## config.mk

```make
export PLATFORM = sky130hd
export DESIGN_NAME = traffic_light_fsm
export DESIGN_NICKNAME = d
export VERILOG_FILES = /design/src/rtl/traffic_light_fsm.sv
export SDC_FILE = /design/constraint.sdc
export NUM_CORES = 1
export LEC_CHECK = 0
export ABC_AREA = 1
export BUFFER_PORTS_ARGS = -buffer_cell sky130_fd_sc_hd__buf_2
export CAP_MARGIN = 20
export CORE_UTILIZATION = 30
export DETAILED_ROUTE_END_ITERATION = 8
export REMOVE_ABC_BUFFERS = 1
export SYNTH_ARGS = -nofsm -noshare
export SYNTH_HDL_FRONTEND = slang
export SYNTH_SLANG_ARGS = --single-unit
```

## constraint.sdc

```tcl
create_clock -name clock -period 2.9 [get_ports clock]
set_input_delay 0.145 -clock clock [delete_from_list [all_inputs] [get_ports clock]]
set_output_delay 0.145 -clock clock [all_outputs]
set_load 0.01 [all_outputs]
```

## src/rtl/traffic_light_fsm.sv

```systemverilog
// Sensor-actuated main/side street traffic-light controller with a pedestrian walk phase.
// Each state entry loads its duration into an external countdown timer and advances on an armed expiry.
module traffic_light_fsm #(
    parameter logic [4:0] T_BASE = 5'd6,
    parameter logic [4:0] T_EXT  = 5'd3,
    parameter logic [4:0] T_YEL  = 5'd2,
    parameter logic [4:0] T_WALK = 5'd4
) (
    input  logic       clock,
    input  logic       reset,
    input  logic       expired,
    input  logic       sensor,
    input  logic       walk_request,
    output logic [4:0] value,
    output logic       start_timer,
    output logic [2:0] main_light,
    output logic [2:0] side_light,
    output logic       walk_light,
    output logic [2:0] state_out
);

    typedef enum logic [2:0] {
        MG     = 3'd0,
        MG_EXT = 3'd1,
        MY     = 3'd2,
        SG     = 3'd3,
        SG_EXT = 3'd4,
        SY     = 3'd5,
        WALK   = 3'd6,
        ST_BAD = 3'd7
    } state_t;

    state_t state_q, state_d;
    logic   armed_q;
    logic   init_q;
    logic   walk_pending_q;
    logic   walk_pend_any;
    logic   load_d;

    function automatic logic [4:0] duration(input state_t s);
        logic [4:0] d;
        case (s)
            MG, SG:         d = T_BASE;
            MG_EXT, SG_EXT: d = T_EXT;
            MY, SY:         d = T_YEL;
            WALK:           d = T_WALK;
            default:        d = T_BASE;
        endcase
        return d;
    endfunction

    // Packed as {main RYG, side RYG, walk}.
    function automatic logic [6:0] lamps(input state_t s);
        logic [6:0] l;
        case (s)
            MG, MG_EXT: l = 7'b001_100_0;
            MY:         l = 7'b010_100_0;
            SG, SG_EXT: l = 7'b100_001_0;
            SY:         l = 7'b100_010_0;
            WALK:       l = 7'b100_100_1;
            default:    l = 7'b001_100_0;
        endcase
        return l;
    endfunction

    // A request arriving in the decision cycle itself still counts.
    always_comb begin
        walk_pend_any = walk_pending_q | walk_request;
        state_d       = state_q;
        load_d        = init_q;
        if (state_q == ST_BAD) begin
            state_d = MG;
            load_d  = 1'b1;
        end else if (armed_q && expired) begin
            load_d = 1'b1;
            case (state_q)
                MG, MG_EXT: state_d = (sensor || walk_pend_any) ? MY : MG_EXT;
                MY:         state_d = SG;
                SG:         state_d = sensor ? SG_EXT : SY;
                SG_EXT:     state_d = SY;
                SY:         state_d = walk_pend_any ? WALK : MG;
                default:    state_d = MG;
            endcase
        end
    end

    always_ff @(posedge clock) begin
        if (reset) begin
            state_q        <= MG;
            walk_pending_q <= 1'b0;
            armed_q        <= 1'b0;
            init_q         <= 1'b1;
            start_timer    <= 1'b0;
            value          <= 5'd0;
            {main_light, side_light, walk_light} <= lamps(MG);
        end else begin
            init_q <= 1'b0;
            // The WALK entry cycle consumes the request; a new one in that same cycle survives.
            walk_pending_q <= (state_q == WALK && start_timer) ? walk_request : walk_pend_any;
            if (load_d) begin
                state_q     <= state_d;
                start_timer <= 1'b1;
                value       <= duration(state_d);
                armed_q     <= 1'b0;
                {main_light, side_light, walk_light} <= lamps(state_d);
            end else begin
                start_timer <= 1'b0;
                armed_q     <= 1'b1;
            end
        end
    end

    assign state_out = state_q;

endmodule

```

==> impl_summary.log <==
[metrics] biggest area contributors in the synthesized netlist: sky130_fd_sc_hd__dfxtp_1 (44%), sky130_fd_sc_hd__nand2_1 (17%), sky130_fd_sc_hd__nor2_1 (5.8%)
[metrics] Vias per Instance: 4.472
[metrics] TritonCTS clock tree: yes
[metrics] number of warnings reported in the yosys synthesis log: 0
[metrics] effective utilization at floorplan: 31.65%
[metrics] # DRC: 0
[metrics] Total Neg Setup Slack: 0 ns
[metrics] summed instance area of the synthesized netlist: 777.0 um2
[metrics] deepest level of the CTS H-tree: 1
[metrics] class of the tightest hold or removal check: input pin to register
[metrics] Pre-Repair DR Iteration Count: 4
[metrics] die height: 52.89 um
[metrics] # diodes: 0
[metrics] kind of capture point of the worst setup path: register
[metrics] root buffer cell: sky130_fd_sc_hd__clkbuf_4
[metrics] total of endpoints with negative setup slack in the final report: 0
[metrics] number of vias after detailed routing: 711
[metrics] post-layout power: 0.0004590 W
[metrics] Starting DRT DRC Count: 5
[metrics] number of I/O port buffers: 18
[metrics] number of gates resized after cts: 0
[metrics] hold_buf cts: 0
[metrics] most repeated cell in the gate-level netlist after synthesis: sky130_fd_sc_hd__nand2_1
[metrics] worst supply voltage drop on vdd: 0.3173 mV
[metrics] Yosys cell types: 22
[metrics] Max Clock Freq: 662.7 MHz
[metrics] P_leak: 0.4821 nW
[metrics] Yosys top cell area share: 43.80%
[metrics] placement-stage cell area: 882.1 um2
[metrics] global-route wire length before repair: 2484 um
[metrics] most used flip-flop cell after synthesis: sky130_fd_sc_hd__dfxtp_1
[metrics] total clock buffers created by CTS: 3
[metrics] total clock sinks: 17
[metrics] gate count after technology mapping: 109
[metrics] required time reported for the critical path endpoint: 3.09 ns
[metrics] number of fillers in the final layout: 276
[metrics] net total in the final layout: 135
[metrics] clock-pin slew of the registers on the worst-case setup and hold paths: 0.09 ns
[metrics] total I/O pin count: 21
[metrics] Overflow after GRT: 0
[metrics] post-route cell area: 909.6 um2
[metrics] half-perimeter wire length after placement: 1156 um
[metrics] final weighted congestion in routability-driven placement: 0.8391
[metrics] most numerous cell types in the synthesized netlist: sky130_fd_sc_hd__nand2_1 (35), sky130_fd_sc_hd__dfxtp_1 (17), sky130_fd_sc_hd__nor2_1 (12)
[metrics] unrepaired setup endpoints after global routing: no
[metrics] leading area contributor after synthesis: sky130_fd_sc_hd__dfxtp_1
[metrics] total length of routed wires: 1446 um
[metrics] number of antenna violations at the first check in global routing: 0
[metrics] Die X-Extent: 52.89 um
[metrics] setup skew after layout: 0.001025 ns
[metrics] count of buffers added by post-CTS timing repair for setup: 0
[metrics] Synth-to-Final Area Change: 17.07%
[metrics] arrival time of the worst setup path: 1.70 ns
[metrics] site row count: 18
[metrics] fraction of the cycle the final worst path needs: 52.03%
[metrics] area inside the core boundary: 0.002455 mm2
[metrics] max-slew violation count: 0
[metrics] number of synthesized flops with an enable pin: 0
[metrics] overall die area: 0.002797 mm2
[metrics] final hold violations: 0
[metrics] fraction of registers with async set/reset: 0%
[metrics] buffer levels on the longest clock path: 2
[metrics] via count of the first global-routing pass: 634
[metrics] remaining antenna violation count: 0
[metrics] maximum fanout along the worst path: 6
[metrics] Seq/Total Area, Yosys: 43.80%
[metrics] outcome: finished, final reports clean
[metrics] per-instance average area after synthesis: 7.128 um2
[metrics] fraction of final layout cells with drive strength greater than 1: 26.36%
[metrics] combined global-route utilization of all metal layers: 11.99%
[metrics] wire length per cell: 9.094 um
[metrics] pin count of the biggest net entering global routing: 11
[metrics] startpoint types: register
[metrics] power per unit of standard cell area: 504.6 mW/mm2
[metrics] count of max-cap constraint violations: 0
[metrics] final period demand of the worst path: 1.509 ns
[metrics] number of flip-flops and latches in the synthesized netlist: 17
[metrics] clock insertion delay at the later pin of the skew report: 0.28 ns
[metrics] startpoint-to-endpoint class of the critical path: register to register
==> power breakdown <==
part	switching, W	total (W)	internal, W
logic	0.0000517	0.0000807	0.0000290
clock network	0.0000705	0.000122	0.0000512
registers	0.00000836	0.000257	0.000248
==> sequential cells by signal, summed over array words and instances, names as in the netlist <==
name	cells
value	3
main_light	3
walk_pending_q	1
side_light	3
init_q	1
armed_q	1
start_timer	1
walk_light	1
state_out	3
==> cell families after synthesis <==
family,Yosys count,synth area share [%]
simple gates,58,32.69
buf+inv,18,10.63
flops,17,43.80
compound gates,15,12.40
other cells,1,0.4826
==> cell type report <==
class / instances / area, um2 / share of cell area [%]
repair buffers: 18 / 90.09 / 9.904
well taps: 30 / 37.54 / 4.127
clock inverters: 1 / 5.005 / 0.5502
multi-input cells: 75 / 357.8 / 39.34
flip-flops and latches: 17 / 340.3 / 37.41
clock buffers: 3 / 22.52 / 2.476
inverters: 15 / 56.30 / 6.190
==> cells in the final DEF (no fill, tap or decap), drive strengths merged, types with 2 or more instances in the layout <==
cell type	count
a21oi	2
buf	18
clkbuf	3
conb	2
dfxtp	17
inv	15
nand2	37
nand3	6
nor2	13
o21ai	8
==> worst max-delay path, cell delays in order (launching register included) <==
cell,delay (ns)
sky130_fd_sc_hd__dfxtp_1,0.44
sky130_fd_sc_hd__inv_2,0.09
sky130_fd_sc_hd__nor2_1,0.12
sky130_fd_sc_hd__nand2_1,0.08
sky130_fd_sc_hd__a21oi_2,0.23
sky130_fd_sc_hd__inv_2,0.10
sky130_fd_sc_hd__nand2_1,0.10
sky130_fd_sc_hd__nand3_1,0.10
sky130_fd_sc_hd__nand3_1,0.10
sky130_fd_sc_hd__nand2_1,0.05
==> metal layers <==
metal  GRT usage [%]  routed length [um]  vias to the layer above
li1                -                   -                      379
met1           14.93                 705                      311
met2           20.04                 638                       17
met3           2.874                  79                        4
met4           3.947                  23                        0
met5               0                   0                        -
==> path summary, 6_finish.rpt <==
path                                      end  cells past startpoint           from  slack [ns]
worst min-delay path                   init_q                      1          reset        0.09
worst max register to register       value[2]                      9   state_out[2]        1.39
worst min register to register  side_light[0]                      2  side_light[0]        0.45
worst max-delay path                 value[2]                      9   state_out[2]        1.39
==> per-stage QoR <==
step	hold WS (ns)	setup slack (ns)	instances	util [%]
5_1_grt	0.08337	1.247	159	37.05
3_3_place_gp	0.3987	1.384	155	35.93
2_1_floorplan	0.1727	1.517	107	-
3_5_place_dp	0.4018	1.421	155	35.93
4_1_cts	0.09195	1.394	159	37.05
6_report	0.09411	1.391	159	37.05
Note: power is estimated with default switching activity, not from simulation.
